==> src/rtl/sqrt_seq.sv <==
// sqrt_seq: sequential integer square root, digit-by-digit (restoring),
// one root bit per clock, with valid/ready handshakes on input and output.
// y = floor(sqrt(x)), rem = x - y_trunc^2.
// Optional: define SQRT_ROUND_EN to make y round-to-nearest (saturating);
// rem always reports the truncated-root remainder.
module sqrt_seq #(
  parameter int WIDTH     = 21,
  parameter int OUT_WIDTH = (WIDTH + 1) / 2
) (
  input  logic                 clk,
  input  logic                 rst_n,
  input  logic                 flush,
  input  logic                 in_valid,
  output logic                 in_ready,
  input  logic [WIDTH-1:0]     x,
  output logic                 out_valid,
  input  logic                 out_ready,
  output logic [OUT_WIDTH-1:0] y,
  output logic [OUT_WIDTH:0]   rem,
  output logic                 busy
);

  // Operand is processed in bit pairs, so odd widths are zero-extended.
  localparam int XW = 2 * OUT_WIDTH;
  // Partial remainder / test value carry two extra bits so the compare
  // never overflows on the final step.
  localparam int PW = OUT_WIDTH + 2;
  localparam int CW = $clog2(OUT_WIDTH) + 1;

  typedef enum logic [1:0] {IDLE, CALC, DONE} state_t;

  state_t               state;
  state_t               state_next;
  logic [XW-1:0]        op;
  logic [PW-1:0]        part;
  logic [OUT_WIDTH-1:0] root;
  logic [CW-1:0]        cnt;

  logic [1:0]           pair;
  logic [PW-1:0]        trial;
  logic [PW-1:0]        test;
  logic                 fits;
  logic [PW-1:0]        part_step;
  logic [OUT_WIDTH-1:0] root_step;
  logic [OUT_WIDTH-1:0] y_final;

  // One restoring step: bring down the next pair and try to subtract 4r+1.
  always_comb begin
    pair      = op[XW-1 -: 2];
    trial     = (part << 2) | PW'(pair);
    test      = {root, 2'b01};
    fits      = (trial >= test);
    part_step = fits ? (trial - test) : trial;
    root_step = (root << 1) | OUT_WIDTH'(fits);
  end

`ifdef SQRT_ROUND_EN
  logic round_up;

  // Round up when x - r^2 > r, i.e. x > (r + 0.5)^2; saturate at all-ones.
  always_comb begin
    round_up = (part_step > PW'(root_step));
    y_final  = (round_up && !(&root_step)) ? (root_step + OUT_WIDTH'(1)) : root_step;
  end
`else
  // Truncated root is presented as-is.
  always_comb begin
    y_final = root_step;
  end
`endif

  // State register.
  always_ff @(posedge clk or negedge rst_n) begin
    if (!rst_n) begin
      state <= IDLE;
    end else begin
      state <= state_next;
    end
  end

  // Next-state and handshake outputs; flush overrides every transition.
  always_comb begin
    state_next = state;
    in_ready   = 1'b0;
    out_valid  = 1'b0;
    busy       = 1'b0;
    case (state)
      IDLE: begin
        in_ready = 1'b1;
        if (in_valid) state_next = CALC;
      end
      CALC: begin
        busy = 1'b1;
        if (cnt == '0) state_next = DONE;
      end
      DONE: begin
        busy      = 1'b1;
        out_valid = 1'b1;
        if (out_ready) state_next = IDLE;
      end
      default: state_next = IDLE;
    endcase
    if (flush) state_next = IDLE;
  end

  // Datapath: load on accept, iterate in CALC, capture results on the last step.
  always_ff @(posedge clk or negedge rst_n) begin
    if (!rst_n) begin
      op   <= '0;
      part <= '0;
      root <= '0;
      cnt  <= '0;
      y    <= '0;
      rem  <= '0;
    end else if (!flush) begin
      if (state == IDLE && in_valid) begin
        op   <= XW'(x);
        part <= '0;
        root <= '0;
        cnt  <= CW'(OUT_WIDTH - 1);
      end else if (state == CALC) begin
        op   <= op << 2;
        part <= part_step;
        root <= root_step;
        cnt  <= cnt - CW'(1);
        if (cnt == '0) begin
          y   <= y_final;
          rem <= part_step[OUT_WIDTH:0];
        end
      end
    end
  end

endmodule

==> config.mk <==
export PLATFORM = sky130hd
export DESIGN_NAME = sqrt_seq
export DESIGN_NICKNAME = d
export VERILOG_FILES = /design/src/rtl/sqrt_seq.sv
export SDC_FILE = /design/constraint.sdc
export NUM_CORES = 1
export LEC_CHECK = 0
export ABC_AREA = 1
export CAP_MARGIN = 20
export CORE_ASPECT_RATIO = 0.5
export CORE_MARGIN = 2
export CORE_UTILIZATION = 40
export DETAILED_ROUTE_END_ITERATION = 10
export MAX_ROUTING_LAYER = met4
export PLACE_DENSITY = 0.69
export SLEW_MARGIN = 40
export SYNTH_ARGS = -nofsm -noshare
export SYNTH_HDL_FRONTEND = slang
export SYNTH_SLANG_ARGS = --single-unit
export TNS_END_PERCENT = 1
==> constraint.sdc <==
create_clock -name clk -period 2.5 [get_ports clk]
set_input_delay 0.75 -clock clk [delete_from_list [all_inputs] [get_ports clk]]
set_output_delay 0.75 -clock clk [all_outputs]
set_load 0.05 [all_outputs]
==> impl_metrics.json <==
{
  "fin_crit_sh_pct": 89.89,
  "crit_fanout": 2,
  "ant_nets": 0,
  "hold_buffers": 0,
  "outcome": "finished, final reports clean",
  "drc": 0,
  "worstReg2RegStart": "root[4]$_DFFE_PN0P_",
  "overflow": 0,
  "layout-drive-gt1-share_pct": 8.348,
  "num_io_pins": 52,
  "nNetsFinal": 616,
  "fin_crit_ps": 2247,
  "drv_slew": 0,
  "worstPathArrival_ps": 1500,
  "cts_made_buffers": 9,
  "synthMuxAreaShare_pct": 0,
  "start_kind": "flip-flop",
  "required_ps": 1750,
  "power_switching_w": 0.003061,
  "max_freq_ghz": 0.4450,
  "synthAdderAreaFrac_pct": 5.850,
  "pwr-share-clk_pct": 19.6,
  "area_growth_syn_to_layout_pct": 23.92,
  "crit_path_start": "rem[10]$_DFFE_PN0P_",
  "syn-instance-count": 518,
  "multi_input_area_mm2": 0.001822,
  "cts_sinks": 74,
  "pwr-share-comb_pct": 54.6,
  "clk_pin_slew_ps": 60,
  "placed_area_mm2": 0.004731,
  "setup_tns_ps": 0,
  "ys_types": 33,
  "skew_ps": 3.783,
  "hold_viol_final": 0,
  "start_util_pct": 42.05,
  "p_leak_nw": 2.589,
  "antenna_found_initial": 0,
  "seqCellArea_mm2": 0.001852,
  "design_area_mm2": 0.005036,
  "synthesis.area_mm2": 0.004064,
  "cts_setup_buffers": 0,
  "synth-compound-area-share_pct": 11.55,
  "vias": 3381,
  "critPathKind": "reg2out",
  "via_per_inst": 4.762,
  "core_mm2": 0.009666,
  "first_iter_violations": 168,
  "tightest_slew_ps": 516.6,
  "clock_latency_ps": 340,
  "ys_warn_count": 0,
  "yosys.area_share.simple_pct": 26.35,
  "swShare_pct": 45.76,
  "yosysSeqAreaShare_pct": 45.57,
  "synth_top_family_by_area": "simple AND/OR/NAND/NOR gates",
  "fp.dieW_um": 146.5,
  "portBuffers": 51,
  "synth.avg_cell_area_um2": 7.845,
  "slowest_stage": "clkdlybuf4s50_1",
  "internal_power_w": 0.003628,
  "seqPwrFrac_pct": 25.8,
  "die_area_mm2": 0.01103,
  "die_h_um": 75.28,
  "gp_congestion": 0.8528,
  "tritoncts": "yes",
  "maxCapViolations": 0,
  "rsz0062_at_grt": "no",
  "grt_pass1_wl_mm": 14.84,
  "rows": 25,
  "grt_usage_pct": 17.87,
  "hold_class": "in2async",
  "synth_nets": 563,
  "path_cells": "clkdlybuf4s50_1",
  "ctsHtreeMaxLevel": 3,
  "routed_wl_mm": 8.859,
  "crit_family": "buffers and inverters",
  "cts-root-buf": "clkbuf_16",
  "critPathBufInv": 1,
  "place_hpwl_mm": 6.594,
  "max_stage_delay_ps": 810,
  "final-setup-viol-count": 0,
  "maxSlewHeadroom_pct": 65.56,
  "yosys.area_share.xor_xnor_pct": 1.078,
  "cts_resized": 0,
  "end_kind": "output pin",
  "ir_drop_uv": 653.0,
  "r2r_setup_slack_ps": 390,
  "p_per_area_mw_per_mm2": 1328,
  "clock_path_buffers": 2,
  "grt_pass1_vias": 3240,
  "drt-pass1-iter-count": 4,
  "routedWlPerCell_um": 12.48,
  "antenna_cells": 0,
  "grt_max_degree": 39,
  "ys_seq_elements": 74,
  "fill_cells": 902
}
[cells by family (layout without fill, tap and decap cells)]
logic type | Yosys count | in the layout
AND/OR/NAND/NOR | 247 | 247
buffers and inverters | 95 | 152
AO/OA/AOI/OAI | 78 | 78
flip-flops | 74 | 74
adder cells (fa/ha/maj) | 19 | 19
XOR/XNOR | 5 | 5
[worst reg2reg max path, cell delays in order, from the launching register on]
cell and delay, ps:
dfrtp_1 360, inv_1 140, ha_1 310, nand2_1 90
nand2_1 110, nand2_1 80, nand2_1 80, a21oi_4 240
nand3_4 240, nand2_1 140, nand2_1 100, nand2_1 80
nand2_1 40
[power by group through the flow]
stage	clock [W]	sequential [W]	combinational [W]
floorplan	0	0.00194	0.00268
detailed placement	0	0.00175	0.00362
global placement	0	0.00174	0.00357
global route	0.00138	0.00177	0.00412
CTS	0.00134	0.00173	0.00366
finish	0.00131	0.00173	0.00365
[registers in the layout (all words and copies together), names as in the netlist]
name and count:
part 11, cnt 5, op 22, state 2, root 11, rem 12
y 11
[metrics by stage]
step	util [%]	hold WS, ps	total power (W)	std cells	worst slack (ps)
floorplan	-	451.5	0.004618	518	544.3
finish	52.10	386.4	0.006689	710	252.8
global route	52.10	412.2	0.007272	710	203.4
detailed placement	48.95	466.7	0.005372	695	167.7
CTS	52.10	394.7	0.006727	710	236.0
global placement	48.95	465.2	0.005311	695	227.3
[synthesized netlist by cell type, drive strengths merged]
library cell,count,area (um^2)
xor2,3,26.28
nor3b,1,7.510
inv,74,277.8
o22ai,11,68.82
nor2,18,87.58
o211ai,20,150.1
and2,1,7.510
clkinv,1,5.000
nand3,25,137.6
clkbuf,9,33.78
a31oi,1,6.260
buf,11,73.81
xnor2,2,17.52
a21oi,7,46.30
o21ai,38,190.2
nand2,184,715.7
nor3,3,15.01
a211oi,1,7.510
nand4,15,100.1
ha,19,237.7
dfrtp,74,1852
[per-layer routing]
metal | part of all wire [%] | track usage, % | wire length, um | vias to the layer above
met4 | 1.5 | 6.580 | 136 | 0
met1 | 50 | 22.40 | 4414 | 1530
li1 | - | - | - | 1775
met5 | 0 | - | 0 | -
met3 | 4.8 | 4.909 | 425 | 10
met2 | 44 | 28.30 | 3883 | 66
[cells in the final DEF (no fill, tap or decap), types with 2 or more instances in the layout]
master	netlist	routed
nand2_1	176	176
dfrtp_1	74	74
inv_1	72	72
clkdlybuf4s50_1	0	47
o21ai_0	37	37
nand3_1	24	24
o211ai_1	20	20
ha_1	19	19
nor2_1	14	14
nand4_1	14	14
buf_4	4	12
o22ai_1	11	11
clkbuf_16	0	9
nand2_2	7	7
a21oi_1	6	6
nor3_1	3	3
xor2_1	3	3
clkbuf_8	0	3
inv_2	2	2
nor2_2	2	2
nor2_4	2	2
clkinv_2	1	2
xnor2_1	2	2
buf_12	0	2
[cell type report]
class,count,area share [%]
Clock buffer,13,5.366
Clock inverter,2,0.6957
Inverter,75,5.615
Multi-Input combinational cell,349,36.17
Sequential cell,74,36.77
Tap cell,135,3.354
Timing Repair Buffer,62,12.02
[path summary, 6_finish.rpt]
path | to | cells after the start
max | rem[10] | 1
min | op[16]$_DFFE_PN0P_ | 1
max reg2reg | part[5]$_DFFE_PN0P_ | 12
min reg2reg | rem[7]$_DFFE_PN0P_ | 2
max in group asynchronous | part[7]$_DFFE_PN0P_ | 2
min in group clk | rem[7]$_DFFE_PN0P_ | 2
(Power assumes the default switching activity.)
==> patch 1: new RTL, same flow settings <==
The 3 states of `state_t` get a one-hot encoding in 3 bits.
--- a/src/rtl/sqrt_seq.sv
+++ b/src/rtl/sqrt_seq.sv
@@ -28,5 +28,5 @@
   localparam int CW = $clog2(OUT_WIDTH) + 1;
 
-  typedef enum logic [1:0] {IDLE, CALC, DONE} state_t;
+  typedef enum logic [2:0] {IDLE = 3'b001, CALC = 3'b010, DONE = 3'b100} state_t;
 
   state_t               state;
Function: no difference found for any inputs over 10 cycles, from zero or initial values and one cycle with rst_n low; not proved beyond that.
==> patch 1 against the original RTL <==
- synthesized area fell by 0.22%
- first-iteration DRC count rose by 52%
- sequential cell count rose by 1
- worst setup slack got worse by 0.0022 ns
- wire length rose by 2.7%
- sequential share of layout area rose by 0.67 points
- utilization barely moved
- via count rose by 2.7%
- sequential power fell by 7%
- worst hold slack improved by 0.069 ns
- synthesized cell count fell by 0.58%
- clock power rose by 5%
- design area fell by 0.40%
- total power rose by 0.12%
- critical endpoint is now part[6]$_DFFE_PN0P_
- largest power group unchanged
==> patch 1: results (changes against the original RTL) <==
status: "completed"
detail_route.vias_per_cell: 4.94  # +3.7%
worst-r2r-cell-count: 11  # -1
final_cells: 703  # -0.99%
syn_inst: 515  # -0.58%
swShare: 0.458  # about the same
placedCellCount: 689  # -0.86%
wl_met2_mm: 4.35  # +12%
peakVddDrop_mv: 0.812  # +24%
syn-num-nets: 556  # -1.2%
pre_cts_ws_ns: 0.0761  # -0.0916 ns
track_usage: 0.186  # +0.00745
cp.arrival_ns: 2.47  # +0.97 ns
hpwlAfterDp_mm: 6.30  # -4.4%
firstDrtPassIters: 5  # +1
critPathMaxStageDelay_ns: 0.36  # -0.45 ns
grt_pass1_vias: 3325  # +2.6%
port_buffers: 51  # unchanged
grt_max_degree: 76  # +95%
grt_pass1_wl_mm: 15.6  # +4.9%
path_max_fanout: 14  # +12
skew_ns: 0.00640  # +0.00261 ns
worst_pin_slew_ns: 0.537  # +0.0205 ns
p_leak_nw: 2.56  # -1.2%
n_fill_cell: 931  # +3.2%
drt_iter0_drc: 255  # +52%
root_buffer: "clkbuf_16"
ys_seq_area_frac: 0.463  # +0.00746
layout.nets: 606  # -1.6%
ys_types: 35  # +6.1%
cpLargestDelayFamily: "simple AND/OR/NAND/NOR gates"
synth_common_cells: "174 x nand2_1, 74 x dfrtp_1, 70 x inv_1, 32 x o21ai_1, 25 x nand3_1"
top_regs: "op (22), rem (12)"
layout-drive-gt1-share: 0.0792  # -0.00425
wl_per_cell_um: 12.9  # +3.7%
place_congestion: 0.938  # +10%
met3WireLength_um: 301  # -29%
drt-met1-wl_mm: 4.35  # -1.5%
slowest_stage: "dfrtp_1"
synth.area.top_cells: "dfrtp_1 46%, nand2_1 16%, inv_1 6.5%"
[patch 1: metal layers]
layer	global-route usage	up-vias
li1	-	1757
met1	0.224	1641
met2	0.315	65
met3	0.0461	9
met4	0.0626	0
met5	-	-
[patch 1: worst paths after layout]
kind / start / endpoint / slack, ns
max reg2reg: root[6]$_DFFE_PN0P_ / part[6]$_DFFE_PN0P_ / 0.25
min reg2reg: rem[7]$_DFFE_PN0P_ / rem[7]$_DFFE_PN0P_ / 0.48
max in group asynchronous: rst_n / state[0]$_DFFE_PN1P_ / 1.71
min: rst_n / op[12]$_DFFE_PN0P_ / 0.46
max: root[6]$_DFFE_PN0P_ / part[6]$_DFFE_PN0P_ / 0.25
min in group clk: rem[7]$_DFFE_PN0P_ / rem[7]$_DFFE_PN0P_ / 0.48
[patch 1: metrics by stage]
stage	util	hold WS, ns	instance area (um2)
6_report	0.521	0.455	5020
5_1_grt	0.521	0.478	5020
4_1_cts	0.521	0.458	5020
3_5_place_dp	0.488	0.465	4700
3_3_place_gp	0.488	0.465	4700
2_1_floorplan	-	0.454	4060
[patch 1: logic make-up after synthesis]
family,share of synthesized area
simple gates,0.264
buf+inv,0.101
compound gates,0.114
flops,0.463
fa+ha+maj,0.0463
xor+xnor,0.0108
[patch 1: power by group through the flow]
stage	Sequential (mW)	Combinational, mW	Clock (mW)
3_3_place_gp	1.63	3.54	0
5_1_grt	1.64	4.18	1.46
2_1_floorplan	1.59	2.95	0
3_5_place_dp	1.63	3.59	0
6_report	1.61	3.70	1.38
4_1_cts	1.61	3.66	1.41
[patch 1: area by class of cell]
cell class / instances / share of cell area
clock buffers: 12 / 0.0511
flip-flops and latches: 75 / 0.374
clock inverters: 2 / 0.0120
repair buffers: 60 / 0.120
multi-input cells: 345 / 0.353
well taps: 135 / 0.0337
inverters: 74 / 0.0554
[patch 1: worst reg2reg max path, delay by kind of cell (launching register included)]
kind,cells,cell delay (ns)
AND/OR/NAND/NOR,9,1.31
buffers and inverters,1,0.15
adder cells (fa/ha/maj),1,0.31
flip-flops,1,0.36
==> patch 2: new RTL, config.mk and constraints unchanged <==
Without the edit above. The parameter `WIDTH` goes from 21 to 23.
--- a/src/rtl/sqrt_seq.sv
+++ b/src/rtl/sqrt_seq.sv
@@ -5,5 +5,5 @@
 // rem always reports the truncated-root remainder.
 module sqrt_seq #(
-  parameter int WIDTH     = 21,
+  parameter int WIDTH     = 23,
   parameter int OUT_WIDTH = (WIDTH + 1) / 2
 ) (
Interface: changed (resized rem, x and y); port bits go from 52 to 56. No check against the original RTL was run, so the function may have changed too.
==> patch 2 against the original RTL <==
- die area increased by 8.8%
- sequential cell count increased by 6
- clock power increased by 5%
- worst setup slack got worse by 0.0077 ns
- design area increased by 8.5%
- global-route usage increased by 0.73 points
- non-clock buffer count increased by 4
- wire length increased by 15%
- synthesized area increased by 9.2%
- clock skew increased by 0.0037 ns
- total power increased by 0.38%
- via count increased by 12%
- critical path type unchanged
- critical endpoint is now rem[3]
==> patch 2: results (changes against the original RTL) <==
status: "completed"
port_buffers: 55  # +7.8%
pre_cts_ws_ns: 0.134  # -0.0341 ns
synth_xor_area_frac: 0.0118  # +0.00107
placedCellCount: 753  # +8.3%
grt_pass1_wl_mm: 17.4  # +17%
clockBufferDepth: 2  # unchanged
min_path_type: "in2async"
synth-compound-area-share: 0.114  # -0.00184
place_congestion: 0.902  # +5.8%
peakVddDrop_mv: 0.639  # -2.2%
top_regs: "op (24), rem (13)"
grt_max_degree: 44  # +13%
ys_seq_area_frac: 0.451  # -0.00458
skew_ns: 0.00750  # +0.00372 ns
cpLargestDelayFamily: "buffers and inverters"
synth.area.mux_share: 0  # unchanged
slowest_stage: "clkdlybuf4s50_1"
grt_pass1_vias: 3566  # +10%
numCtsBuffers: 9  # unchanged
clkLatencyLatePin_ns: 0.34  # about the same
synthArstFlopShare: 1.00  # unchanged
layout-drive-gt1-share: 0.0962  # +0.0127
synth_fa_ha_area_frac: 0.0564  # -0.00211
setup_viol: 0  # unchanged
final_cells: 769  # +8.3%
cp.arrival_ns: 1.50  # about the same
hpwlAfterDp_mm: 7.48  # +13%
htree_num_levels: 3  # unchanged
ys_types: 32  # -3.0%
placed_area_um2: 5160  # +9.1%
synth.most_common_cell: "nand2_1"
synth.area.top_cells: "dfrtp_1 45%, nand2_1 15%, inv_1 7.3%"
track_usage: 0.186  # +0.00733
synth_common_cells: "180 x nand2_1, 86 x inv_1, 80 x dfrtp_1, 37 x o21ai_0, 27 x nand3_1"
p_leak_nw: 2.79  # +7.9%
power.switching_mw: 3.10  # +1.2%
wl_per_cell_um: 13.3  # +6.4%
worst_pin_slew_ns: 0.508  # -0.00902 ns
vias: 3788  # +12%
avgSynthCellArea_um2: 7.88  # +0.48%
finalMaxSlewViolations: 0  # unchanged
layout.nets: 667  # +8.3%
drt_iter0_drc: 234  # +39%
syn-num-nets: 611  # +8.5%
==> patch 2: final timing paths <==
check	startpoint	slack, ns	depth (start not counted)	end
min in group clk	rem[11]$_DFFE_PN0P_	0.48	2	rem[11]$_DFFE_PN0P_
max in group asynchronous	rst_n	1.50	2	part[11]$_DFFE_PN0P_
worst min register to register	rem[11]$_DFFE_PN0P_	0.48	2	rem[11]$_DFFE_PN0P_
worst min-delay path	rst_n	0.38	1	op[1]$_DFFE_PN0P_
worst max register to register	root[7]$_DFFE_PN0P_	0.46	11	part[1]$_DFFE_PN0P_
worst max-delay path	rem[3]$_DFFE_PN0P_	0.25	1	rem[3]
==> patch 2: power by group through the flow <==
stage	logic [mW]	clock network [mW]	registers, mW
after floorplan	2.57	0	1.97
after global placement	3.44	0	1.83
after detailed placement	3.49	0	1.84
after CTS	3.52	1.39	1.82
after global routing	3.97	1.45	1.86
final	3.53	1.37	1.82
==> patch 2: area by class of cell <==
cell class                 instances  area [um2]
multi-input combinational        370        1970
clock inverter                     7        77.6
tap                              145         181
sequential                        80        2000
timing repair buffer              66         661
clock buffer                       9         225
inverter                          92         345
fill                            1037        5450
==> patch 2: cells by family (layout without fill, tap and decap cells) <==
group           count (synthesis)  in the layout
buf+inv                       113            174
xor+xnor                        6              6
fa+ha+maj                      20             20
simple gates                  260            260
compound gates                 84             84
flops                          80             80
==> patch 2: layer usage <==
metal | global-route usage | share of wire
met1 | 0.253 | 0.51
met2 | 0.287 | 0.45
met3 | 0.0409 | 0.038
met4 | 0.0417 | 0.010
met5 | - | 0
